$ cat src/rtl/bin2oh_wakeup_if.sv
//------------------------------------------------------------------------------
// bin2oh_wakeup_if
// Bundle of the handshake, decode and wakeup-mask signals for bin2oh_wakeup.
//
// Parameters:
//   ONE_HOT_WIDTH - number of slots (one-hot vector width)
//   BIN_WIDTH     - binary ID width
//
// Signals (names match the block's port names):
//   in_valid_i   binary ID valid                  (master -> slave)
//   in_ready_o   block can accept an ID           (slave  -> master)
//   in_bin_i     binary slot/warp ID              (master -> slave)
//   out_valid_o  registered one-hot vector valid  (slave  -> master)
//   out_ready_i  downstream accepts the vector    (master -> slave)
//   out_oh_o     registered one-hot vector        (slave  -> master)
//   pending_o    sticky wakeup mask               (slave  -> master)
//   clr_i        per-bit clear for pending_o      (master -> slave)
//   err_o        sticky out-of-range flag         (slave  -> master)
//
// Modports: slave = the decode block, master = its environment.
//------------------------------------------------------------------------------
`timescale 1ns/1ps

interface bin2oh_wakeup_if #(
    parameter int unsigned ONE_HOT_WIDTH = 8,
    parameter int unsigned BIN_WIDTH     = 3
);
    logic                     in_valid_i;
    logic                     in_ready_o;
    logic [BIN_WIDTH-1:0]     in_bin_i;
    logic                     out_valid_o;
    logic                     out_ready_i;
    logic [ONE_HOT_WIDTH-1:0] out_oh_o;
    logic [ONE_HOT_WIDTH-1:0] pending_o;
    logic [ONE_HOT_WIDTH-1:0] clr_i;
    logic                     err_o;

    modport slave (
        input  in_valid_i, in_bin_i, out_ready_i, clr_i,
        output in_ready_o, out_valid_o, out_oh_o, pending_o, err_o
    );

    modport master (
        output in_valid_i, in_bin_i, out_ready_i, clr_i,
        input  in_ready_o, out_valid_o, out_oh_o, pending_o, err_o
    );
endinterface

$ cat src/rtl/bin2oh_wakeup.sv
//------------------------------------------------------------------------------
// bin2oh_wakeup
// Binary-to-one-hot decode stage with a valid/ready handshake and a sticky
// pending-wakeup mask. An accepted binary ID is decoded into a registered
// one-hot vector for downstream consumers and ORed into pending_o, which the
// scheduler clears bit-wise through clr_i. Out-of-range IDs are handshaken
// normally but decode to an all-zero vector and leave pending_o untouched.
//
// Parameters:
//   ONE_HOT_WIDTH - number of slots; 2**BIN_WIDTH must be >= ONE_HOT_WIDTH
//   BIN_WIDTH     - binary ID width
//
// Ports:
//   clk_i  - clock, all state changes on the rising edge
//   rst_i  - synchronous active-high reset
//   bus    - bin2oh_wakeup_if.slave: in_valid_i/in_ready_o/in_bin_i input
//            handshake, out_valid_o/out_ready_i/out_oh_o output handshake,
//            pending_o wakeup mask with clr_i clear, err_o range flag
//
// Build option:
//   BIN2OH_RANGE_CHK_EN - when defined, err_o goes high at the edge that
//                         accepts an out-of-range ID and stays high until
//                         reset; when undefined err_o is tied low.
//------------------------------------------------------------------------------
`timescale 1ns/1ps

module bin2oh_wakeup #(
    parameter int unsigned ONE_HOT_WIDTH = 8,
    parameter int unsigned BIN_WIDTH     = 3
) (
    input  logic             clk_i,
    input  logic             rst_i,
    bin2oh_wakeup_if.slave   bus
);

    logic                     out_valid_q, out_valid_d;
    logic [ONE_HOT_WIDTH-1:0] out_oh_q,    out_oh_d;
    logic [ONE_HOT_WIDTH-1:0] pending_q,   pending_d;
    logic [ONE_HOT_WIDTH-1:0] dec;
    logic [ONE_HOT_WIDTH-1:0] set_vec;
    logic                     in_ready;
    logic                     accept;

    // Single register stage: a slot frees up whenever the held vector drains.
    assign in_ready = !out_valid_q || bus.out_ready_i;
    assign accept   = bus.in_valid_i && in_ready;

    // Only indices below ONE_HOT_WIDTH exist, so an out-of-range ID matches
    // no bit and naturally decodes to zero.
    always_comb begin
        dec = '0;
        for (int unsigned i = 0; i < ONE_HOT_WIDTH; i++) begin
            dec[i] = (bus.in_bin_i == i[BIN_WIDTH-1:0]);
        end
    end

    always_comb begin
        out_valid_d = out_valid_q;
        out_oh_d    = out_oh_q;
        if (accept) begin
            out_valid_d = 1'b1;
            out_oh_d    = dec;
        end else if (bus.out_ready_i) begin
            // Drain without refill; the vector keeps its last value.
            out_valid_d = 1'b0;
        end
        set_vec   = accept ? dec : '0;
        // Set is ORed in after the clear so it wins on a shared bit.
        pending_d = (pending_q & ~bus.clr_i) | set_vec;
    end

    always_ff @(posedge clk_i) begin
        if (rst_i) begin
            out_valid_q <= 1'b0;
            out_oh_q    <= '0;
            pending_q   <= '0;
        end else begin
            out_valid_q <= out_valid_d;
            out_oh_q    <= out_oh_d;
            pending_q   <= pending_d;
        end
    end

`ifdef BIN2OH_RANGE_CHK_EN
    localparam logic [BIN_WIDTH:0] OH_LIMIT = ONE_HOT_WIDTH[BIN_WIDTH:0];

    logic err_q, err_d;
    logic in_range;

    assign in_range = ({1'b0, bus.in_bin_i} < OH_LIMIT);
    assign err_d    = err_q || (accept && !in_range);

    always_ff @(posedge clk_i) begin
        if (rst_i) begin
            err_q <= 1'b0;
        end else begin
            err_q <= err_d;
        end
    end

    assign bus.err_o = err_q;
`else
    assign bus.err_o = 1'b0;
`endif

    assign bus.in_ready_o  = in_ready;
    assign bus.out_valid_o = out_valid_q;
    assign bus.out_oh_o    = out_oh_q;
    assign bus.pending_o   = pending_q;

endmodule

$ cat src/flat_wrapper.sv
// flat-port wrapper written by rule: the top's interface ports become plain ports
module bin2oh_wakeup_flat 
#(
    parameter int unsigned ONE_HOT_WIDTH = 8,
    parameter int unsigned BIN_WIDTH     = 3
)
  (clk_i, rst_i, bus_in_valid_i, bus_in_bin_i, bus_out_ready_i, bus_clr_i, bus_in_ready_o, bus_out_valid_o, bus_out_oh_o, bus_pending_o, bus_err_o);
  bin2oh_wakeup_if #(.ONE_HOT_WIDTH(ONE_HOT_WIDTH), .BIN_WIDTH(BIN_WIDTH)) bus_i ();
  input  logic clk_i;
  input  logic rst_i;
  input wire logic [$bits(bus_i.in_valid_i)-1:0] bus_in_valid_i;
  input wire logic [$bits(bus_i.in_bin_i)-1:0] bus_in_bin_i;
  input wire logic [$bits(bus_i.out_ready_i)-1:0] bus_out_ready_i;
  input wire logic [$bits(bus_i.clr_i)-1:0] bus_clr_i;
  output wire logic [$bits(bus_i.in_ready_o)-1:0] bus_in_ready_o;
  output wire logic [$bits(bus_i.out_valid_o)-1:0] bus_out_valid_o;
  output wire logic [$bits(bus_i.out_oh_o)-1:0] bus_out_oh_o;
  output wire logic [$bits(bus_i.pending_o)-1:0] bus_pending_o;
  output wire logic [$bits(bus_i.err_o)-1:0] bus_err_o;
  assign bus_i.in_valid_i = bus_in_valid_i;
  assign bus_i.in_bin_i = bus_in_bin_i;
  assign bus_i.out_ready_i = bus_out_ready_i;
  assign bus_i.clr_i = bus_clr_i;
  assign bus_in_ready_o = bus_i.in_ready_o;
  assign bus_out_valid_o = bus_i.out_valid_o;
  assign bus_out_oh_o = bus_i.out_oh_o;
  assign bus_pending_o = bus_i.pending_o;
  assign bus_err_o = bus_i.err_o;
  bin2oh_wakeup #(.ONE_HOT_WIDTH(ONE_HOT_WIDTH), .BIN_WIDTH(BIN_WIDTH)) u_core (.clk_i(clk_i), .rst_i(rst_i), .bus(bus_i));
endmodule
$ cat config.mk
export PLATFORM = sky130hd
export DESIGN_NAME = bin2oh_wakeup_flat
export DESIGN_NICKNAME = d
export VERILOG_FILES = /design/src/rtl/bin2oh_wakeup_if.sv /design/src/rtl/bin2oh_wakeup.sv /design/src/flat_wrapper.sv
export SDC_FILE = /design/constraint.sdc
export NUM_CORES = 1
export LEC_CHECK = 0
export ABC_AREA = 1
export BUFFER_PORTS_ARGS = -buffer_cell sky130_fd_sc_hd__buf_2
export CORE_MARGIN = 4
export CORE_UTILIZATION = 45
export CTS_CLUSTER_DIAMETER = 40
export DETAILED_ROUTE_END_ITERATION = 16
export PLACE_DENSITY = 0.8
export SLEW_MARGIN = 15
export SYNTH_ARGS = -nofsm -noshare
export SYNTH_HDL_FRONTEND = slang
export SYNTH_SLANG_ARGS = --single-unit
$ cat constraint.sdc
create_clock -name clk_i -period 1.9 [get_ports clk_i]
set_input_delay 0.38 -clock clk_i [delete_from_list [all_inputs] [get_ports clk_i]]
set_output_delay 0.38 -clock clk_i [all_outputs]
set_load 0.05 [all_outputs]
==> run metrics, run 1 <==
antenna fix cells=0; Yosys top cell area share=51.8%; dpl hpwl=1.06 mm; vias=628; fmax=705 MHz; clock tree buffer depth=2; detailed-route DRC error count=0; crit-path cells=nand2_1 -> buf_2; Mapped Cells=90; worst hold path class=in2reg; R2R depth=4; Synth cell types=11; Post-synth ARST share=0%; # IOs=34; latest clock arrival within the worst-skew pair=280 ps; Setup TNS Final=0 ps; Max rail drop VDD=0.000409 V; most common cell in the netlist=nand2_1; crit path capture=bus_in_ready_o; syn nets=105; max_cap viols=0; Final Non-Filler Cells=138; synthesized flop and latch total=17; layout cells sized above 1=30.9%; die width=46.2 µm; Initial DRC Count=7; total gr overflow=0; Tmin final=1420 ps; Post-CTS Setup Repair Bufs=0; Power Dens Cells=781 nW/µm²; Num CTS Buffers=3; largest area contributor in the netlist=dfxtp_1; final-report setup violation count=0; Hold Buf Count CTS=0; Nets=139; Syn Area/Cell=7.30 µm²; total die area=2130 µm²; FF-to-FF Start=u_core.bus.out_valid_o; Placed Instances=134; Setup Skew=3.27 ps; Fin. Hold Viols=0; delay-heaviest family, CP=flip-flops; Port Buffer Count=32; Post-synth EDFFs=0; CTS clk-pin slew, worst paths=90 ps; CTS tree=yes; Total Routing Usage GR=13.7%; leakage=0.443 nW; hold slack=335 ps; clock sink count=17; Crit path depth=2; area of the core=1330 µm²; TritonRoute pass-1 iters=4; first-pass GRT wire length=2.10 mm; Crit. Startpoint=u_core.bus.out_valid_o; Reg-to-Reg End=u_core.bus.out_oh_o[0]; vias in the first global route=540; Area Overhead vs Synth=28.6%; WL/cell=9.38 µm; sequential share of the synthesized area=51.8%; post_cts resized=0; RePlAce Congestion=0.690; antenna violations before repair=0; largest net degree at the start of global routing=18; Starting Density=49.2%; CP Max Fanout=3; H-tree lvl count=1; Worst Setup Start Kind=flop; Crit. End Element=output pin; slowest library cell on the worst path=dfxtp_1; Site Rows=13; R2R Setup Slk=950 ps; fin crit share=74.6%; Max Slew Vio Count=0; CP required=1520 ps; drt via density=4.55; Root Buffer=clkbuf_4; top cells by count, synth=nand2_1 (29), a21oi_1 (17), dfxtp_1 (17), inv_1 (12), nor2_1 (8); final WL=1.29 mm; Synthesis Warnings=0; crit-path max cell delay=350 ps; Top FF cell, synth=dfxtp_1; cell area after synthesis=657 µm²; RSZ-0062 raised after global routing=no; Final ANT Viol Nets=0; Worst EP arrival=1040 ps; Die Ht=46.2 µm; CP Class=reg2out; Worst Path Buf+Inv=1; Synth area leaders=dfxtp_1 (52%), nand2_1 (17%), a21oi_1 (13%), inv_1 (6.9%), nor2_1 (4.6%); status=finished clean
state kept, by name (all words and copies together) (netlist names):
| name | flops |
|---|---|
| u_core.bus.out_valid_o | 1 |
| u_core.bus.out_oh_o | 8 |
| u_core.bus.pending_o | 8 |
per-layer routing:
layer	up-vias	global-route usage (%)	wire, µm
met4	0	5.11	13
met5	-	0	0
met2	24	23.6	642
met3	2	4.69	119
li1	340	-	-
met1	262	15.3	518
cell usage in the layout (no fill, tap or decap), drive strengths merged:
cell type	count
inv	13
conb	1
nand2	30
a21oi	18
buf	32
clkbuf	4
dfxtp	17
nor2	8
worst min-delay path by stage:
stage	slack, ps	depth (start not counted)	endpoint	startpoint
after floorplan	540	3	u_core.bus.pending_o[0]	bus_clr_i[0]
after global placement	450	2	u_core.bus.pending_o[2]	u_core.bus.pending_o[2]
after detailed placement	450	2	u_core.bus.pending_o[1]	u_core.bus.pending_o[1]
after CTS	330	4	u_core.bus.pending_o[5]	bus_clr_i[5]
after global routing	340	4	u_core.bus.pending_o[2]	bus_clr_i[2]
final	330	4	u_core.bus.pending_o[5]	bus_clr_i[5]
final cells by class:
class                   instances  area [µm²]
fillers                       128         489
well taps                      15        18.8
repair buffers                 32         160
flip-flops and latches         17         340
inverters                      13        48.8
multi-input cells              57         250
clock buffers                   4        26.3
logic make-up (layout without fill, tap and decap cells):
group / after synthesis / after routing / share of synthesized area, %
and+or+nand+nor: 38 / 38 / 22.1
AOI/OAI and AO/OA: 18 / 18 / 15.4
DFF: 17 / 17 / 51.8
buffers and inverters: 16 / 49 / 10.1
other: 1 / 1 / 0.571
power by group:
group          switching (mW)  internal [mW]  leakage (nW)  total [mW]
Combinational          0.0772         0.0289         0.290       0.106
Clock                   0.101         0.0814        0.0150       0.183
Sequential            0.00508          0.365         0.138       0.370
Total                   0.184          0.476         0.443       0.659
worst reg2reg max path, stage by stage, from the launching register on:
cell,delay (ps)
dfxtp_1,400
nand2_1,120
nand2_2,160
nand2_1,70
a21oi_1,130
per-stage QoR:
stage          power (mW)  utilization, %  cell area (µm²)  setup slack (ps)
2_1_floorplan       0.456               -              657               228
3_5_place_dp        0.486            61.4              818               609
3_3_place_gp        0.483            61.4              818               638
4_1_cts             0.665            63.3              845               474
5_1_grt             0.690            63.3              845               423
6_report            0.659            63.3              845               482
(Power assumes the default switching activity.)
==> run 2: changes to the inputs <==
Settings changed: CORE_UTILIZATION 45 to 38, PLACE_DENSITY 0.8 to 0.72.
Clock period 1.9 ns to 1.24 ns, I/O delays scaled along.
==> run 2 against run 1 <==
  * Highest routed layer unchanged
  * Register-to-register slack worse by 630 ps
  * Critical path depth unchanged
  * Via count down 0.96%
  * Clock power up 55%
  * Critical endpoint unchanged
  * Clock-buffer cell count unchanged
  * Clock skew down 1.3 ps
  * Sequential share of layout area down 0.21 points
==> run metrics, run 2 (synthesis results as in run 1) <==
status=finished clean; total gr overflow=0 (unchanged); most common cell after layout, fill and taps aside=buf_2; Root Buffer=clkbuf_4; largest net degree at the start of global routing=18 (unchanged); Setup TNS Final=0 ps (unchanged); latest clock arrival within the worst-skew pair=280 ps (about the same); max_cap viols=0 (unchanged); vias=622 (-0.96%); fin crit share=94.2%; leakage=0.447 nW (+0.97%); die width=49.6 µm (+7.3%); Num CTS Buffers=3 (unchanged); Total Routing Usage GR=12.3% (-1.3 points); clock tree buffer depth=2 (unchanged); drt via density=4.47 (-1.7%); layout cells sized above 1=32.5% (+1.6 points); TritonRoute pass-1 iters=2 (-2); FF-to-FF Start=u_core.bus.out_valid_o; # IOs=34 (unchanged); area of the core=1580 µm² (+18%); final WL=1.41 mm (+8.7%); Area Overhead vs Synth=30.7%; worst hold stages=4 (unchanged); Worst Setup Start Kind=flop; first-pass GRT wire length=2.33 mm (+11%); slowest library cell on the worst path=dfxtp_4; Port Buffer Count=32 (unchanged); Crit. End Element=output pin; Final ANT Viol Nets=0 (unchanged); commonest non-fill, non-tap cells in the layout=buf_2 (31), nand2_1 (28), a21oi_1 (17), dfxtp_1 (16), inv_1 (12); Starting Density=41.7% (-7.6 points); CP Class=reg2out; antenna fix cells=0 (unchanged); CP required=990 ps (-530 ps); Initial DRC Count=4 (-3); fmax=856 MHz; final-report setup violation count=0 (unchanged); H-tree lvl count=1 (unchanged); antenna violations before repair=0 (unchanged); R2R depth=3 (-1); worst hold path class=in2reg; dpl hpwl=1.07 mm (+0.55%); total die area=2460 µm² (+15%); Worst Hold Launch=bus_clr_i[5]; Worst EP arrival=920 ps (-120 ps); Nets=139 (unchanged); Tmin final=1170 ps; Worst Hold Endpoint=u_core.bus.pending_o[5]; RePlAce Congestion=0.721 (+4.4%); Die Ht=49.6 µm (+7.3%); detailed-route DRC error count=0 (unchanged); Setup Skew=1.98 ps (-1.29 ps); crit-path max cell delay=370 ps (+20 ps); WL/cell=10.1 µm (+8.0%); R2R Setup Slk=320 ps (-630 ps); RSZ-0062 raised after global routing=no; clock sink count=17 (unchanged); CTS clk-pin slew, worst paths=90 ps (about the same); CTS tree=yes; fillcell total=170 (+33%); vias in the first global route=565 (+4.6%); Max Slew Vio Count=0 (unchanged); Site Rows=14 (+1); Power Dens Cells=1180 nW/µm² (+52%); CP Max Fanout=3 (unchanged); power consumption=1.02 mW (+54%); Reg-to-Reg End=u_core.bus.pending_o[7]; Max rail drop VDD=0.000557 V (+36%); crit-path cells=nand2_2 -> buf_6; Post-CTS Setup Repair Bufs=0 (unchanged); hold slack=204 ps (-131 ps); Fin. Hold Viols=0 (unchanged)
-- run 2: cell counts in the layout (fill, tap and decap cells not counted) --
No cell type changed its count.
-- run 2: area by class of cell --
class / instances / area [µm²] / area share [%]
well taps: 16 / 20.0 / 2.33
flip-flops and latches: 17 / 344 / 40.1
repair buffers: 32 / 166 / 19.4
clock buffers: 4 / 26.3 / 3.06
inverters: 13 / 48.8 / 5.69
multi-input cells: 57 / 253 / 29.4
-- run 2: critical path, delay by kind of cell, from the launching register on --
| family | cells | cell delay [ps] |
|---|---|---|
| AND/OR/NAND/NOR | 1 | 100 |
| flip-flops | 1 | 370 |
| buffers and inverters | 1 | 170 |
-- run 2: power breakdown --
part           switching [mW]  internal, mW  total (mW)
Combinational           0.120        0.0464       0.167
Sequential            0.00835         0.559       0.568
Clock                   0.158         0.125       0.283
-- run 2: through the flow --
stage	instances	worst slack (ps)	cell area (µm²)	util, %
final	139	72.0	858	54.4
after global routing	139	27.4	858	54.4
after CTS	139	41.7	852	54.0
after detailed placement	135	226	823	52.2
after global placement	135	258	823	52.2
after floorplan	90	8.57	661	-
-- run 2: worst max path at each step --
| stage | startpoint | endpoint | cells after the start | slack (ps) |
|---|---|---|---|---|
| 2_1_floorplan | u_core.bus.out_valid_o | u_core.bus.out_oh_o[0] | 4 | 9 |
| 3_3_place_gp | bus_out_ready_i | bus_in_ready_o | 4 | 260 |
| 3_5_place_dp | bus_out_ready_i | bus_in_ready_o | 4 | 230 |
| 4_1_cts | u_core.bus.out_valid_o | bus_in_ready_o | 2 | 40 |
| 5_1_grt | u_core.bus.out_valid_o | bus_in_ready_o | 2 | 30 |
| 6_report | u_core.bus.out_valid_o | bus_in_ready_o | 2 | 70 |
-- run 2: what timing repair did --
action	in CTS	in global routing
endpoints found under the setup margin	1	1
endpoints found under the hold margin	0	0
resized for setup	1	2
hold buffers	0	0
-- run 2: metal layers --
layer	vias up	global-route usage (%)	part of all wire, %
li1	341	-	-
met1	262	13.6	44
met2	17	21.4	49
met3	2	2.11	5.0
met4	0	8.29	1.6
met5	-	0	0
==> run 3: changes to the inputs <==
Settings changed: CAP_MARGIN set to 25, CTS_BUF_LIST set to sky130_fd_sc_hd__clkbuf_4 sky130_fd_sc_hd__clkbuf_8 sky130_fd_sc_hd__clkbuf_16.
==> run 3 against run 2 <==
  * Flip-flop and latch count stayed put
  * Wire length is 0.14% higher
  * Sequential share of layout area down 0.17 points
  * Worst setup slack got worse by 0.51 ps
==> run metrics, run 3 (synthesis results as in run 1) <==
final instance area=862 µm² (+0.44%); Worst EP arrival=920 ps (about the same); clock sink count=17 (unchanged); Root Buffer=clkbuf_4; Num CTS Buffers=3 (unchanged); largest net degree at the start of global routing=18 (unchanged); Crit. End Element=output pin; delay-heaviest family, CP=flip-flops; vias in the first global route=565 (unchanged); Max Slew Vio Count=0 (unchanged); Final ANT Viol Nets=0 (unchanged); worst hold path class=in2reg; power consumption=1.04 mW (+2.2%); Worst Path Buf+Inv=1 (unchanged); status=finished clean; total gr overflow=0 (unchanged); crit-path cells=nand2_2 -> buf_6; leakage=0.451 nW (+0.76%); RePlAce Congestion=0.721 (unchanged); Area Overhead vs Synth=31.2%; Setup TNS Final=0 ps (unchanged); Max rail drop VDD=0.000562 V (+0.91%); CP Max Fanout=3 (unchanged); WL/cell=10.1 µm (+0.14%); antenna fix cells=0 (unchanged); layout cells sized above 1=33.3% (+0.81 points); Die Ht=49.6 µm (unchanged); fin crit share=94.2% (about the same); vias=622 (unchanged); Nets=139 (unchanged); most common cell after layout, fill and taps aside=buf_2; Worst Setup Start Kind=flop; slowest library cell on the worst path=dfxtp_4; CP Class=reg2out; dpl cell area=823 µm² (unchanged); total die area=2460 µm² (unchanged); final-report setup violation count=0 (unchanged); Tmin final=1170 ps (+0.508 ps); met2 usage=21.4% (unchanged); routing usage on met1=13.6% (unchanged); Total Routing Usage GR=12.3% (unchanged); commonest non-fill, non-tap cells in the layout=buf_2 (31), nand2_1 (28), a21oi_1 (17), dfxtp_1 (16), inv_1 (12); CP required=990 ps (about the same); drt via density=4.47 (unchanged); CTS clk-pin slew, worst paths=90 ps (about the same); area of the core=1580 µm² (unchanged); detailed-route DRC error count=0 (unchanged); CTS tree=yes; final core occ=54.7% (+0.24 points); clock tree buffer depth=2 (unchanged); Starting Density=41.7% (unchanged); Site Rows=14 (unchanged); Setup Skew=2.32 ps (+0.340 ps); die width=49.6 µm (unchanged); fmax=856 MHz (about the same); # IOs=34 (unchanged); dpl hpwl=1.07 mm (unchanged); Port Buffer Count=32 (unchanged); Power Dens Cells=1210 nW/µm² (+1.8%); latest clock arrival within the worst-skew pair=280 ps (about the same); H-tree lvl count=1 (unchanged); RSZ-0062 raised after global routing=no; crit-path max cell delay=370 ps (about the same); Fin. Hold Viols=0 (unchanged); Hold Buf Count CTS=0 (unchanged); Post-CTS Setup Repair Bufs=0 (unchanged); final WL=1.41 mm (+0.14%); TritonRoute pass-1 iters=2 (unchanged); first-pass GRT wire length=2.33 mm (unchanged); Initial DRC Count=4 (unchanged); busiest layer in global routing=met2; max_cap viols=0 (unchanged); antenna violations before repair=0 (unchanged); met3 Usage GRT=2.11% (unchanged)
[run 3: cell types whose count changed in the layout (fill, tap and decap cells not counted)]
| cell | before | now |
|---|---|---|
| clkbuf_1 | 1 | 0 |
| clkbuf_4 | 3 | 4 |
[run 3: worst paths after layout]
| kind | start | end | slack, ps | depth (start not counted) |
|---|---|---|---|---|
| max | u_core.bus.out_valid_o | bus_in_ready_o | 70 | 2 |
| min | bus_clr_i[5] | u_core.bus.pending_o[5] | 200 | 4 |
| max reg2reg | u_core.bus.out_valid_o | u_core.bus.pending_o[7] | 320 | 3 |
| min reg2reg | u_core.bus.pending_o[5] | u_core.bus.pending_o[5] | 460 | 2 |
[run 3: layout make-up]
| class | instances | area, µm² |
|---|---|---|
| inverters | 13 | 48.8 |
| well taps | 16 | 20.0 |
| flip-flops and latches | 17 | 344 |
| multi-input cells | 57 | 253 |
| repair buffers | 32 | 166 |
| clock buffers | 4 | 30.0 |
| fillers | 168 | 714 |
[run 3: report_power, final]
part,total (mW),internal [mW],switching [mW]
logic,0.167,0.0465,0.120
clock network,0.305,0.147,0.158
registers,0.568,0.559,0.00835
total,1.04,0.752,0.287
[run 3: what timing repair did]
item / CTS / global route
pin swaps: 0 / 0
resized for setup: 1 / 2
endpoints found under the setup margin: 1 / 1
[run 3: per-layer routing]
metal  wire, µm  vias up
met1        619      262
met4         23        0
met5          0        -
met2        695       17
met3         71        2
li1           -      341
[run 3: metrics by stage]
step                      std cells  setup slack [ps]  hold WS (ps)
after detailed placement        135               226           451
after global routing            139              27.1           214
after floorplan                  90              8.57           407
after CTS                       139              41.2           196
after global placement          135               258           448
final                           139              71.5           204
[run 3: worst min-delay path, delay by kind of cell]
family / cells / cell delay, ps
AO/OA/AOI/OAI: 1 / 50
buffers and inverters: 2 / 100
AND/OR/NAND/NOR: 1 / 40
